===== src/rtl/window_generator_pkg.sv =====
// rtl/window_generator_pkg.sv - frame geometry, window types and position helper for the window generator
package window_generator_pkg;

  localparam int DATA_WIDTH    = 8;
  localparam int KERNEL_SIZE   = 3;
  localparam int IMAGE_WIDTH   = 5;
  localparam int IMAGE_HEIGHT  = 5;
  localparam int WINDOW_COUNT  = (IMAGE_HEIGHT - KERNEL_SIZE + 1) * (IMAGE_WIDTH - KERNEL_SIZE + 1);
  localparam int ROW_CNT_WIDTH = $clog2(IMAGE_HEIGHT);
  localparam int COL_CNT_WIDTH = $clog2(IMAGE_WIDTH);

  typedef logic [DATA_WIDTH-1:0] pixel_t;
  typedef logic [0:KERNEL_SIZE-1][0:KERNEL_SIZE-1][DATA_WIDTH-1:0] window_t;
  typedef logic [ROW_CNT_WIDTH-1:0] row_cnt_t;
  typedef logic [COL_CNT_WIDTH-1:0] col_cnt_t;

  // A pixel closes a full window once enough rows and columns precede it.
  function automatic logic window_pos(input int row, input int col);
    return (row >= KERNEL_SIZE - 1) && (col >= KERNEL_SIZE - 1);
  endfunction

endpackage


===== src/rtl/window_generator_if.sv =====
// rtl/window_generator_if.sv - pixel input stream and window output stream of the window generator
interface window_generator_if;
  import window_generator_pkg::*;

  pixel_t  pixel_in;
  logic    pixel_valid;
  logic    pixel_ready;
  window_t window_out;
  logic    window_valid;
  logic    window_ready;
  logic    window_last;

  modport master (
    output pixel_in, pixel_valid, window_ready,
    input  pixel_ready, window_out, window_valid, window_last
  );

  modport slave (
    input  pixel_in, pixel_valid, window_ready,
    output pixel_ready, window_out, window_valid, window_last
  );

endinterface


===== src/rtl/window_generator_line_buffer.sv =====
// rtl/window_generator_line_buffer.sv - one-row pixel delay, shifts only on accepted pixels
module window_generator_line_buffer import window_generator_pkg::*; (
  input  logic   clk,
  input  logic   enable,
  input  pixel_t data_in,
  output pixel_t data_out
);

  pixel_t storage [IMAGE_WIDTH];

  // Storage is deliberately unreset: its contents only reach the window after a full row was written.
  always_ff @(posedge clk) begin
    if (enable) begin
      storage[0] <= data_in;
      for (int i = 1; i < IMAGE_WIDTH; i++) begin
        storage[i] <= storage[i-1];
      end
    end
  end

  assign data_out = storage[IMAGE_WIDTH-1];

endmodule


===== src/rtl/window_generator.sv =====
// rtl/window_generator.sv - raster pixel stream to KxK stride-1 feature windows with ready/valid handshake
module window_generator import window_generator_pkg::*; (
  input logic               clk,
  input logic               reset,
  window_generator_if.slave bus
);

  localparam int K = KERNEL_SIZE;

  row_cnt_t row;
  col_cnt_t col;
  logic     pixel_ready;
  logic     accept;
  logic     col_end;
  logic     frame_end;
  logic     emit;
  window_t  shift_win;
  window_t  next_win;
  window_t  out_win;
  logic     out_valid;
  logic     out_last;

  // chain[d] is the pixel d rows above the incoming one, same column.
  pixel_t chain [K];

  assign pixel_ready = !out_valid || bus.window_ready;
  assign accept      = bus.pixel_valid && pixel_ready;
  assign col_end     = (col == col_cnt_t'(IMAGE_WIDTH - 1));
  assign frame_end   = col_end && (row == row_cnt_t'(IMAGE_HEIGHT - 1));
  assign emit        = window_pos(int'(row), int'(col));
  assign chain[0]    = bus.pixel_in;

  for (genvar g = 0; g < K - 1; g++) begin : g_line
    window_generator_line_buffer u_line (
      .clk      (clk),
      .enable   (accept),
      .data_in  (chain[g]),
      .data_out (chain[g+1])
    );
  end

  // Window slides one column left; the new right column comes from the line-buffer taps.
  always_comb begin
    next_win = shift_win;
    for (int i = 0; i < K; i++) begin
      for (int j = 0; j < K - 1; j++) begin
        next_win[i][j] = shift_win[i][j+1];
      end
      next_win[i][K-1] = chain[K-1-i];
    end
  end

  always_ff @(posedge clk) begin
    if (reset) begin
      row <= '0;
      col <= '0;
    end else if (accept) begin
      if (col_end) begin
        col <= '0;
        row <= frame_end ? '0 : row + 1'b1;
      end else begin
        col <= col + 1'b1;
      end
    end
  end

  always_ff @(posedge clk) begin
    if (reset) begin
      shift_win <= '0;
    end else if (accept) begin
      shift_win <= next_win;
    end
  end

  // Output register only reloads on completing pixels, so it stays stable while stalled.
  always_ff @(posedge clk) begin
    if (reset) begin
      out_win   <= '0;
      out_valid <= 1'b0;
      out_last  <= 1'b0;
    end else if (accept) begin
      out_valid <= emit;
      out_last  <= emit && frame_end;
      if (emit) begin
        out_win <= next_win;
      end
    end else if (bus.window_ready) begin
      out_valid <= 1'b0;
      out_last  <= 1'b0;
    end
  end

  assign bus.pixel_ready  = pixel_ready;
  assign bus.window_out   = out_win;
  assign bus.window_valid = out_valid;
  assign bus.window_last  = out_last;

endmodule

===== src/flat_wrapper.sv =====
// flat-port wrapper written by rule: the top's interface ports become plain ports
module window_generator_flat import window_generator_pkg::*;
  (clk, reset, bus_pixel_in, bus_pixel_valid, bus_window_ready, bus_pixel_ready, bus_window_out, bus_window_valid, bus_window_last);
  window_generator_if bus_i ();
  input logic clk;
  input logic reset;
  input wire logic [$bits(bus_i.pixel_in)-1:0] bus_pixel_in;
  input wire logic [$bits(bus_i.pixel_valid)-1:0] bus_pixel_valid;
  input wire logic [$bits(bus_i.window_ready)-1:0] bus_window_ready;
  output wire logic [$bits(bus_i.pixel_ready)-1:0] bus_pixel_ready;
  output wire logic [$bits(bus_i.window_out)-1:0] bus_window_out;
  output wire logic [$bits(bus_i.window_valid)-1:0] bus_window_valid;
  output wire logic [$bits(bus_i.window_last)-1:0] bus_window_last;
  assign bus_i.pixel_in = bus_pixel_in;
  assign bus_i.pixel_valid = bus_pixel_valid;
  assign bus_i.window_ready = bus_window_ready;
  assign bus_pixel_ready = bus_i.pixel_ready;
  assign bus_window_out = bus_i.window_out;
  assign bus_window_valid = bus_i.window_valid;
  assign bus_window_last = bus_i.window_last;
  window_generator u_core (.clk(clk), .reset(reset), .bus(bus_i));
endmodule

===== config.mk =====
export PLATFORM = sky130hd
export DESIGN_NAME = window_generator_flat
export DESIGN_NICKNAME = d
export VERILOG_FILES = /design/src/rtl/window_generator_pkg.sv /design/src/rtl/window_generator_if.sv /design/src/rtl/window_generator_line_buffer.sv /design/src/rtl/window_generator.sv /design/src/flat_wrapper.sv
export SDC_FILE = /design/constraint.sdc
export NUM_CORES = 1
export LEC_CHECK = 0
export BUFFER_PORTS_ARGS = -buffer_cell sky130_fd_sc_hd__clkbuf_2
export CAP_MARGIN = 10
export CORE_MARGIN = 4
export CORE_UTILIZATION = 35
export DETAILED_ROUTE_END_ITERATION = 10
export PLACE_DENSITY = 0.62
export SLEW_MARGIN = 20
export SYNTH_ARGS = -nofsm -noshare
export SYNTH_HDL_FRONTEND = slang
export SYNTH_SLANG_ARGS = --single-unit

===== constraint.sdc =====
create_clock -name clk -period 15.7 [get_ports clk]
set_input_delay 2.355 -clock clk [delete_from_list [all_inputs] [get_ports clk]]
set_output_delay 2.355 -clock clk [all_outputs]
set_load 0.01 [all_outputs]

; ---- Word-level counts from Yosys, hierarchy flattened
; Memory sizes are Yosys's and may differ from the RTL's.
; Cells that the tools add are included.
[classes]
addsub = 2
mul = 0
n_div = 0
magnitude_cmp = 2
eq_ne = 2
n_shift = 0
muxes = 7
bitwise_logic = 0
reduce_logical = 9
[ops]
columns = operator, n
row1 = 3-bit by 1-bit adder with 3-bit output (second input constant), 2
row2 = 3-bit == test (second input constant), 2
row3 = 3-bit by 2-bit greater-or-equal comparator with 1-bit output (second input constant), 2
row4 = 3-bit two-way mux, 2
row5 = 1-bit two-way mux, 5
row6 = 1-bit logical AND, 4
row7 = 2-bit AND reduction, 2
row8 = 2-bit nonzero test, 1
row9 = 1-bit zero test, 1
row10 = 1-bit logical OR, 1
[totals]
regBits = 128
latchBits = 0
ramBits = 80
mem_bits_ro = 0
in_bits = 12
output_inout_bits = 75
elab_cells = 43
memories = 2
[mem_list]
columns = name, words, word_bits, read_ports, rd_ports_with_merged_regs, wr, line_no
row1 = u_core.g_line[0].u_line.storage, 5, 8, 5, 0, 5, window_generator_line_buffer.sv:9  ; pixel_t storage [IMAGE_WIDTH];
row2 = u_core.g_line[1].u_line.storage, 5, 8, 5, 0, 5, window_generator_line_buffer.sv:9

; ---- Longest topological paths before layout
; Gate-level depths: netlist of the first run.
[logic_depth]
word_depth = 5
depth_mapped = 7
mapped_depth_nobuf = 5

; ---- By module
; From an unflattened synthesis of the first run, not the netlist that was laid out.
[unflattened]
cells_unflattened = 685
area_unflattened_um2 = 8082.8
[modules_own_cells]
columns = mod, instances, cells_per_inst, area_each_um2, seq_area_each_um2
row1 = window_generator, 1, 589, 5560.3, 2562.5
row2 = window_generator_line_buffer, 2, 48, 1261.2, 1201.2

; ---- Worst setup path before layout of the first run
; OpenSTA, ideal clock, no wires.
[synth_path]
path_kind = input port to flip-flop
from = in bus_window_ready
to = mem u_core.g_line[0].u_line.storage[0][0] (netlist name), enable pin
setup_ns = 0.519
arrival_ns = 6.197
required_time_ns = 15.181
slack_ns = 8.984
cell_stages = 4
n_path_buf = 2
cell_sequence = and2b_1 buf_6 clkbuf_1 nor2_1
[synth_lines]
columns = element, line_no
row1 = "start, declared", flat_wrapper.sv:9  ; input wire logic [$bits(bus_i.window_ready)-1:0] bus_window_ready;
row2 = "end, declared", window_generator_line_buffer.sv:9

; ---- Worst setup path after layout of the first run
[layout_path]
from = in bus_window_ready
to = out bus_pixel_ready
[layout_between]
elab_chain_cells = 1
[layout_lines]
columns = element, line_no
row1 = 1-bit logical OR, window_generator.sv:26  ; assign pixel_ready = !out_valid || bus.window_ready;
row2 = "end, declared", flat_wrapper.sv:10  ; output wire logic [$bits(bus_i.pixel_ready)-1:0] bus_pixel_ready;
; No other way between the ends.

==> results.py, run 1 <==
metrics = {
    "clock_network": {
        "h-tree-depth": 1,
        "numCtsBuffers": 22,
        "cts.clk_slew.worst_paths_ps": 60,
        "cts_buffer_depth": 3,
        "holdBufCountCts": 0,
        "postCtsSetupBuffers": 0,
        "cts.sinks": 208,
        "cts_resized": 0,
        "clk_latency_ps": 500,
        "cts_tree": "yes",
        "cts-root-buf": "clkbuf_16",
    },
    "worst_setup_path": {
        "cp_num_buf_inv": 3,
        "rr_endpoint": "u_core.bus.window_out[36]",
        "r2r_setup_slack_ps": 13260,
        "critPathTopFamily": "buffers and inverters",
        "cp-end-kind": "output pin",
        "crit_chain": "clkbuf_2, and2b_4, clkinv_2, clkbuf_2",
        "cp.arrival_ps": 3740,
        "cpMostUsedCell": "clkbuf_2",
        "rr_startpoint": "u_core.bus.window_valid",
        "worstSetupStartpointType": "primary input",
        "critPathMaxFanout": 34,
        "worstPathRequired_ps": 13350,
        "critPathKind": "primary input to output pin",
        "r2r_cells": 5,
        "critical-path-slowest-cell": "and2b_4",
        "cpPeakStageDelay_ps": 520,
    },
    "yosys": {
        "synthCells": 699,
        "synthesis.area_mm2": 0.00809,
        "synth-seq-area-share_pct": 61.4,
        "syn_nets": 716,
        "synth-seq-cells": 208,
        "syn_area_per_cell_um2": 11.6,
        "synth.distinct_cells": 31,
        "yosys_warnings": 0,
    },
    "sta": {
        "timing.clock.skew_ps": 18.1,
        "setup_violations": 0,
        "tns_ps": 0,
        "rsz0062_at_grt": "no",
        "tightest_slew_ps": 1100,
        "period_share_pct": 38.8,
        "fin_crit_ps": 6100,
        "slew_headroom_pct": 26.6,
        "hold_viol": 0,
        "fmaxAchievable_mhz": 164,
        "slew_viol_final": 0,
    },
    "drt": {
        "antenna_left": 0,
        "dr_total_vias": 5688,
        "wl_um": 18600,
        "wl_per_cell_um": 18.0,
        "drc_errors": 0,
        "drtPass1Iterations": 6,
        "vias_per_cell": 5.51,
        "first_iter_violations": 536,
    },
    "outcome": {
        "status": "complete, no violations",
    },
    "global_routing": {
        "grt_overflow_total": 0,
        "grt_pass1_wl_um": 30100,
        "grt_pass1_vias": 5440,
        "antenna_found_initial": 0,
        "track_usage_pct": 13.8,
        "grt_max_degree": 98,
    },
    "die": {
        "dieArea_mm2": 0.0256,
        "die_h_um": 160,
        "rows": 55,
        "die_width_um": 160,
        "ios": 87,
        "fp.coreArea_mm2": 0.0227,
        "start_util_pct": 35.6,
    },
    "placement": {
        "gp_congestion": 0.714,
        "dp_hpwl_um": 9710,
        "portBuffers": 86,
    },
    "cells_and_area": {
        "n_antenna_cell": 0,
        "syn_to_final_growth_pct": 12.9,
        "num-nets-final": 749,
        "drive_above_1_share_pct": 24.7,
        "n_fill_cell": 2229,
    },
    "power": {
        "power_uw": 1130,
        "p_leak_uw": 0.00299,
        "ir_worst_vdd_v": 0.0000678,
        "powerDensity_mw_per_mm2": 124,
    },
    "worst_hold_path": {
        "holdPathEnd": "u_core.g_line[0].u_line.storage[0][33]",
        "holdPathStages": 0,
        "min_path_type": "register to register",
        "min_from": "u_core.g_line[0].u_line.storage[0][25]",
    },
    "run": {
        "cap_violations": 0,
    },
}
## stage by stage
step | cells | area [µm²] | hold WS (ps) | setup slack, ps | utilization [%]
6_report | 1033 | 9130 | 416 | 9600 | 40.2
5_1_grt | 1033 | 9130 | 422 | 9520 | 40.2
2_1_floorplan | 699 | 8090 | 400 | 8980 | -
4_1_cts | 1033 | 9130 | 415 | 9630 | 40.2
3_3_place_gp | 993 | 8420 | 401 | 9600 | 37.1
3_5_place_dp | 993 | 8420 | 405 | 9630 | 37.1
## flip-flops by register name (all words and copies together), names as in the netlist
name and cells:
u_core.bus.window_last 1, u_core.row 3, u_core.g_line.u_line.storage 80, u_core.bus.window_out 72, u_core.col 3, u_core.bus.window_valid 1
u_core.next_win 48
## power breakdown
part	total [µW]	switching (µW)	internal [µW]	leakage (µW)
Clock	508	203	305	0.000343
Sequential	588	7.68	581	0.00182
Combinational	33.4	26.4	6.98	0.000826
Total	1130	237	893	0.00299
## per-layer routing
metal / GRT usage [%] / up-vias / routed length, µm
li1: - / 2746 / -
met1: 20.5 / 2761 / 8860
met2: 21.1 / 158 / 8550
met3: 2.43 / 23 / 846
met4: 3.25 / 0 / 294
met5: 0 / - / 0
## worst max path at each step
stage	slack (ps)	cells after the start	end	from
2_1_floorplan	8980	4	u_core.g_line[0].u_line.storage[0][0]	bus_window_ready
3_3_place_gp	9600	4	bus_pixel_ready	bus_window_ready
3_5_place_dp	9630	4	bus_pixel_ready	bus_window_ready
4_1_cts	9630	4	bus_pixel_ready	bus_window_ready
5_1_grt	9520	4	bus_pixel_ready	bus_window_ready
6_report	9600	4	bus_pixel_ready	bus_window_ready
## layout make-up
class	count	area, µm²	area share [%]
Multi-Input combinational cell	399	2570	28.2
Tap cell	285	357	3.91
Timing Repair Buffer	94	495	5.43
Inverter	7	28.8	0.315
Clock buffer	36	664	7.28
Sequential cell	208	4960	54.4
Clock inverter	4	46.3	0.507
## cell usage after synthesis
cell type    n  area, µm²
o32a_1       1       10.0
nand4_1     74        463
buf_1        3       11.3
o32ai_4      1       27.5
buf_4        2       15.0
o31ai_1     74        556
o211ai_1     1       7.51
nand3_1     50        250
inv_1        6       22.5
a21oi_2     53        464
buf_2       30        150
clkbuf_1    30        113
nand2_1      2       7.51
a41oi_1      1       8.76
a31o_2       1       8.76
nand4b_1     1       8.76
nor3_1       1       5.00
clkbuf_8     9        124
and2_1       1       6.26
nor4_1       1       6.26
edfxtp_1    80       2400
buf_6       11        124
or4_1        1       7.51
dfxtp_1    128       2560
and2b_1      1       7.51
ha_1         5       62.6
o31ai_2      1       12.5
nor2_1       3       11.3
o21ai_0     51        255
a21oi_1     75        375
inv_2        1       3.75
## cells in the final DEF, fill, tap and decap left out, types with 2 or more instances in the layout
| cell type | Yosys | final |
|---|---|---|
| dfxtp_1 | 128 | 128 |
| o21ai_0 | 51 | 51 |
| clkbuf_2 | 0 | 84 |
| nand4_1 | 74 | 74 |
| a21oi_1 | 75 | 75 |
| a21oi_2 | 53 | 53 |
| nor2_1 | 3 | 2 |
| inv_1 | 6 | 5 |
| o31ai_1 | 74 | 74 |
| edfxtp_1 | 80 | 80 |
| buf_4 | 2 | 10 |
| clkbuf_1 | 30 | 9 |
| nand3_1 | 50 | 50 |
| ha_1 | 5 | 5 |
| clkbuf_16 | 0 | 23 |
| clkinv_2 | 0 | 3 |
| clkbuf_8 | 9 | 4 |
| nand2_1 | 2 | 2 |
## kinds of logic (layout without fill, tap and decap cells)
group	after synthesis	count (layout)	synth area share, %
AO/OA/AOI/OAI	259	259	21.3
adder cells (fa/ha/maj)	5	5	0.773
AND/OR/NAND/NOR	135	135	9.56
buffers and inverters	92	141	6.96
flip-flops	208	208	61.4
No activity file was read; power rests on OpenSTA's default activity.
==> inputs of run 2 (changes only) <==
--- a/config.mk
+++ b/config.mk
@@ -5,12 +5,13 @@
 export SDC_FILE = /design/constraint.sdc
 export NUM_CORES = 1
 export LEC_CHECK = 0
+export ABC_AREA = 1
 export BUFFER_PORTS_ARGS = -buffer_cell sky130_fd_sc_hd__clkbuf_2
 export CAP_MARGIN = 10
 export CORE_MARGIN = 4
 export CORE_UTILIZATION = 35
 export DETAILED_ROUTE_END_ITERATION = 10
-export PLACE_DENSITY = 0.62
+export PLACE_DENSITY = 0.64
 export SLEW_MARGIN = 20
 export SYNTH_ARGS = -nofsm -noshare
 export SYNTH_HDL_FRONTEND = slang
==> constraint.sdc (replaced) <==
create_clock -name clk -period 5.2 [get_ports clk]
set_input_delay 0.78 -clock clk [delete_from_list [all_inputs] [get_ports clk]]
set_output_delay 0.78 -clock clk [all_outputs]
set_load 0.01 [all_outputs]
==> run 2 against run 1 <==
- wire length shrank 17%
- critical endpoint is now u_core.bus.window_out[69]
- setup slack lost 6600 ps
- global-route usage shrank 1.1 points
- sequential share of layout area grew 1.8 points
- synthesized cell count grew 11%
- utilization grew 1.6 points
==> results.py, run 2 <==
metrics = {
    "clock_network": {
        "h-tree-depth": 1,
        "cts.sinks": 208,
        "cts_buffer_depth": 3,
        "cts_tree": "yes",
        "cts_resized": 0,
        "numCtsBuffers": 22,
        "holdBufCountCts": 0,
        "cts-root-buf": "clkbuf_16",
        "cts.clk_slew.worst_paths_ps": 60,
        "clk_latency_ps": 500,
        "postCtsSetupBuffers": 0,
    },
    "yosys": {
        "synthTopCellsByArea": "dfxtp_1 34%, edfxtp_1 32%, nor2_1 7.5%",
        "yosys_warnings": 0,
        "yosysTopAreaCellShare_pct": 33.8,
        "syn_nets": 795,
        "synth_edf_count": 80,
        "async_reset_ff_share_pct": 0,
        "synth_top_cell_by_area": "dfxtp_1",
        "synth.distinct_cells": 19,
        "post_synth_most_frequent_cells": "152 x nor2_1, 128 x dfxtp_1, 93 x nand2_1",
        "syn_area_per_cell_um2": 9.73,
        "synth-seq-cells": 208,
        "synthCells": 778,
        "ys.flop_type": "dfxtp_1",
        "synthesis.area_mm2": 0.00757,
        "synth_most_common_cell": "nor2_1",
        "synth-seq-area-share_pct": 65.6,
    },
    "power": {
        "power_uw": 3450,
        "powerDensity_mw_per_mm2": 390,
        "p_leak_uw": 0.00357,
        "ir_worst_vdd_v": 0.000219,
    },
    "sta": {
        "rsz0062_at_grt": "no",
        "period_share_pct": 42.8,
        "fmaxAchievable_mhz": 449,
        "tns_ps": 0,
        "timing.clock.skew_ps": 15.0,
        "tightest_slew_ps": 999,
        "slew_headroom_pct": 33.4,
        "slew_viol_final": 0,
        "fin_crit_ps": 2230,
        "hold_viol": 0,
        "setup_violations": 0,
    },
    "cells_and_area": {
        "syn_to_final_growth_pct": 16.8,
        "final_cell_mix": "152 x nor2_1, 128 x dfxtp_1, 91 x nand2_1",
        "drive_above_1_share_pct": 15.8,
        "n_antenna_cell": 0,
        "stdcell_count": 1131,
        "num-nets-final": 857,
        "fin_util_pct": 41.8,
        "top_register": "u_core.g_line.u_line.storage",
        "largest_reg_flops": 80,
        "mostFrequentLayoutCell": "nor2_1",
    },
    "worst_setup_path": {
        "critical-path-slowest-cell": "nor2_4",
        "cp_num_buf_inv": 2,
        "cp.arrival_ps": 2660,
        "worstPathRequired_ps": 5630,
        "worstSetupStartpointType": "register",
        "critPathMaxFanout": 42,
        "critPathTopFamily": "simple AND/OR/NAND/NOR gates",
        "cp-end-kind": "register",
        "cpMostUsedCell": "nor2_1",
        "crit_chain": "inv_1, ha_1, nor2_1, nand2_2, nand2_1, nor2_4, buf_4, nor2_1, nor2_1",
        "cpPeakStageDelay_ps": 620,
        "critPathKind": "register to register",
    },
    "global_routing": {
        "grt.met1_usage_pct": 17.4,
        "grt_pass1_wl_um": 25700,
        "grt_pass1_vias": 5077,
        "grt_use_met3_pct": 2.64,
        "antenna_found_initial": 0,
        "grt_max_degree": 158,
        "grt_overflow_total": 0,
        "grt-busiest-layer": "met2",
        "track_usage_pct": 12.7,
        "grt_use_met2_pct": 20.5,
    },
    "placement": {
        "dp_cells": 1091,
        "portBuffers": 86,
        "dp_hpwl_um": 8990,
        "gp_congestion": 0.749,
    },
    "drt": {
        "dr_total_vias": 5309,
        "drtPass1Iterations": 5,
        "first_iter_violations": 310,
        "vias_per_cell": 4.69,
        "wl_um": 15400,
        "wl_per_cell_um": 13.6,
        "drc_errors": 0,
        "antenna_left": 0,
    },
    "die": {
        "start_util_pct": 35.8,
        "fp.coreArea_mm2": 0.0212,
        "ios": 87,
        "die_h_um": 155,
        "die_width_um": 155,
        "rows": 53,
        "dieArea_mm2": 0.0241,
    },
    "worst_hold_path": {
        "min_path_type": "register to register",
    },
    "outcome": {
        "status": "complete, no violations",
    },
    "run": {
        "cap_violations": 0,
    },
}
[run 2: kinds of logic (layout without fill, tap and decap cells)]
family,Yosys count,after routing,share of synthesized area [%]
and+or+nand+nor,324,324,18.7
DFF,208,208,65.6
buffers and inverters,137,215,8.00
AOI/OAI and AO/OA,104,104,6.92
adders and majority gates,5,5,0.826
[run 2: metrics by stage]
| stage | hold slack, ps | cell area [µm²] | setup slack, ps |
|---|---|---|---|
| finish | 417 | 8840 | 2970 |
| global route | 423 | 8840 | 2730 |
| CTS | 416 | 8840 | 2940 |
| detailed placement | 405 | 8130 | 2610 |
| global placement | 400 | 8130 | 2630 |
| floorplan | 400 | 7570 | 2700 |
[run 2: power by group]
| group | internal [µW] | switching [µW] |
|---|---|---|
| clock | 879 | 624 |
| sequential | 1760 | 23.0 |
| combinational | 40.2 | 119 |
| total | 2680 | 766 |
[run 2: layout make-up]
| cell class | count | area (µm²) |
|---|---|---|
| timing repair buffer | 93 | 495 |
| clock inverter | 11 | 103 |
| fill | 2051 | 12300 |
| tap | 275 | 344 |
| clock buffer | 29 | 607 |
| multi-input combinational | 433 | 2020 |
| sequential | 208 | 4960 |
| inverter | 82 | 309 |
[run 2: path summary, 6_finish.rpt]
check	startpoint	endpoint	slack [ps]	depth (start not counted)
max	u_core.row[0]	u_core.bus.window_out[69]	2970	9
min	u_core.g_line[1].u_line.storage[0][8]	u_core.g_line[1].u_line.storage[0][16]	420	0
min reg2reg	u_core.g_line[1].u_line.storage[0][8]	u_core.g_line[1].u_line.storage[0][16]	420	0
max reg2reg	u_core.row[0]	u_core.bus.window_out[69]	2970	9
[run 2: worst register-to-register path, cell delays in order, from the launching register on]
cell,delay [ps]
dfxtp_1,330
inv_1,100
ha_1,160
nor2_1,50
nand2_2,70
nand2_1,80
nor2_4,620
buf_4,540
nor2_1,110
nor2_1,100
[run 2: routing by layer]
layer / share of wire [%] / up-vias / wire length (µm)
met5: 0 / - / 0
met4: 2.0 / 0 / 303
met3: 5.6 / 25 / 861
met2: 46 / 106 / 7050
met1: 47 / 2481 / 7210
li1: - / 2697 / -
==> inputs of run 3 (changes only) <==
--- a/config.mk
+++ b/config.mk
@@ -11,7 +11,7 @@
 export CORE_MARGIN = 4
 export CORE_UTILIZATION = 35
 export DETAILED_ROUTE_END_ITERATION = 10
-export PLACE_DENSITY = 0.64
+export PLACE_DENSITY = 0.62
 export SLEW_MARGIN = 20
 export SYNTH_ARGS = -nofsm -noshare
 export SYNTH_HDL_FRONTEND = slang
==> constraint.sdc (replaced) <==
create_clock -name clk -period 2.1 [get_ports clk]
set_input_delay 0.315 -clock clk [delete_from_list [all_inputs] [get_ports clk]]
set_output_delay 0.315 -clock clk [all_outputs]
set_load 0.01 [all_outputs]
==> run 3 against run 2 <==
- clock power increased by 140%
- first-iteration DRC count decreased by 9.0%
- wire length about the same
- utilization increased by 0.92 points
- via count increased by 0.30%
- non-clock buffer count increased by 11
- highest routed layer unchanged
==> results.py, run 3 (synthesis gave the netlist of run 2 again) <==
metrics = {
    "outcome": {
        "status": "complete, no violations",
    },
    "global_routing": {
        "grt_pass1_wl_um": 25200,
        "grt_pass1_vias": 5012,
        "grt_max_degree": 74,
        "track_usage_pct": 12.6,
        "antenna_found_initial": 0,
        "grt_overflow_total": 0,
    },
    "worst_hold_path": {
        "min_path_type": "primary input to register",
    },
    "worst_setup_path": {
        "worstPathRequired_ps": 2490,
        "critPathMaxFanout": 72,
        "critical-path-slowest-cell": "dfxtp_1",
        "cp.arrival_ps": 1950,
        "critPathKind": "register to register",
        "cpPeakStageDelay_ps": 350,
        "cp-end-kind": "register",
        "cpMostUsedCell": "nor2_1",
        "crit_chain": "inv_1, ha_1, nor2_1, nand2_2, nand2_1, nor2_4, buf_12, nor2_1, nor2_1",
        "worstSetupStartpointType": "register",
    },
    "sta": {
        "setup_violations": 0,
        "fmaxAchievable_mhz": 639,
        "tns_ps": 0,
        "timing.final.ws_setup_ps": 534,
        "slew_viol_final": 0,
        "hold_viol": 0,
        "tightest_slew_ps": 448,
        "timing.clock.skew_ps": 7.14,
        "slew_headroom_pct": 70.1,
        "fin_crit_ps": 1570,
        "period_share_pct": 74.6,
        "rsz0062_at_grt": "no",
    },
    "power": {
        "powerDensity_mw_per_mm2": 938,
        "power_uw": 8480,
        "ir_worst_vdd_v": 0.000484,
        "p_leak_uw": 0.00366,
    },
    "drt": {
        "dr_total_vias": 5325,
        "drtPass1Iterations": 4,
        "drc_errors": 0,
        "antenna_left": 0,
        "first_iter_violations": 282,
        "wl_um": 15400,
        "vias_per_cell": 4.66,
        "wl_per_cell_um": 13.5,
    },
    "cells_and_area": {
        "n_antenna_cell": 0,
        "n_fill_cell": 2061,
        "top_register": "u_core.g_line.u_line.storage",
        "num-nets-final": 868,
        "syn_to_final_growth_pct": 19.3,
        "mostFrequentLayoutCell": "nor2_1",
        "largest_reg_flops": 80,
        "final_cell_mix": "152 x nor2_1, 128 x dfxtp_1, 91 x nand2_1",
        "drive_above_1_share_pct": 16.8,
        "fin_area_mm2": 0.00904,
    },
    "clock_network": {
        "holdBufCountCts": 0,
        "cts_resized": 0,
        "cts_tree": "yes",
        "clk_latency_ps": 490,
        "cts.sinks": 208,
        "h-tree-depth": 1,
        "postCtsSetupBuffers": 0,
        "cts.clk_slew.worst_paths_ps": 60,
        "cts_buffer_depth": 3,
        "numCtsBuffers": 22,
        "cts-root-buf": "clkbuf_16",
    },
    "placement": {
        "dp_hpwl_um": 9380,
        "portBuffers": 86,
        "gp_congestion": 0.723,
        "dp_slack_ps": 497,
        "dpl_cell_area_mm2": 0.00835,
    },
    "die": {
        "die_h_um": 155,
        "ios": 87,
        "start_util_pct": 35.8,
        "dieArea_mm2": 0.0241,
        "die_width_um": 155,
        "fp.coreArea_mm2": 0.0212,
        "rows": 53,
    },
    "run": {
        "cap_violations": 0,
    },
}
## run 3: changes by cell type in the layout (fill, tap and decap cells not counted), sizes merged
cell,delta
clkinvlp,+2
clkinv,-3
buf,+11
clkbuf,+2
bufinv,-1
## run 3: area by class of cell
| class | instances | area, µm² | share of cell area (%) |
|---|---|---|---|
| timing repair buffer | 104 | 716 | 7.92 |
| clock buffer | 31 | 636 | 7.03 |
| inverter | 82 | 309 | 3.42 |
| multi-input combinational | 433 | 2020 | 22.3 |
| clock inverter | 9 | 47.5 | 0.526 |
| sequential | 208 | 4960 | 54.9 |
| tap | 275 | 344 | 3.81 |
## run 3: worst max-delay path, delay by kind of cell (launching register included)
family | cells | cell delay (ps)
AND/OR/NAND/NOR | 6 | 570
flip-flops | 1 | 350
buffers and inverters | 2 | 290
adder cells (fa/ha/maj) | 1 | 190
## run 3: final timing paths
path / cells past startpoint / to / slack, ps / from
setup / recovery: 9 / u_core.bus.window_out[29] / 530 / u_core.row[0]
hold / removal: 1 / u_core.g_line[0].u_line.storage[0][2] / 40 / bus_pixel_in[2]
setup reg to reg: 9 / u_core.bus.window_out[29] / 530 / u_core.row[0]
hold reg to reg: 0 / u_core.g_line[0].u_line.storage[0][16] / 420 / u_core.g_line[0].u_line.storage[0][8]
## run 3: report_power, final
part,internal [µW],switching (µW),total [µW]
combinational,139,305,444
sequential,4370,55.9,4420
clock,2110,1500,3610
## run 3: metrics by stage
| step | util [%] | hold slack [ps] | cells |
|---|---|---|---|
| 4_1_cts | 42.7 | 21.9 | 1142 |
| 3_3_place_gp | 39.5 | 400 | 1102 |
| 6_report | 42.7 | 35.6 | 1142 |
| 3_5_place_dp | 39.5 | 405 | 1102 |
| 2_1_floorplan | - | 384 | 778 |
| 5_1_grt | 42.7 | 25.5 | 1142 |
## run 3: routing by layer
metal	GRT usage [%]	routed length, µm	vias up
met4	2.86	277	0
met5	0	0	-
met2	20.3	6910	129
met1	17.3	7210	2457
li1	-	-	2715
met3	2.87	1030	24
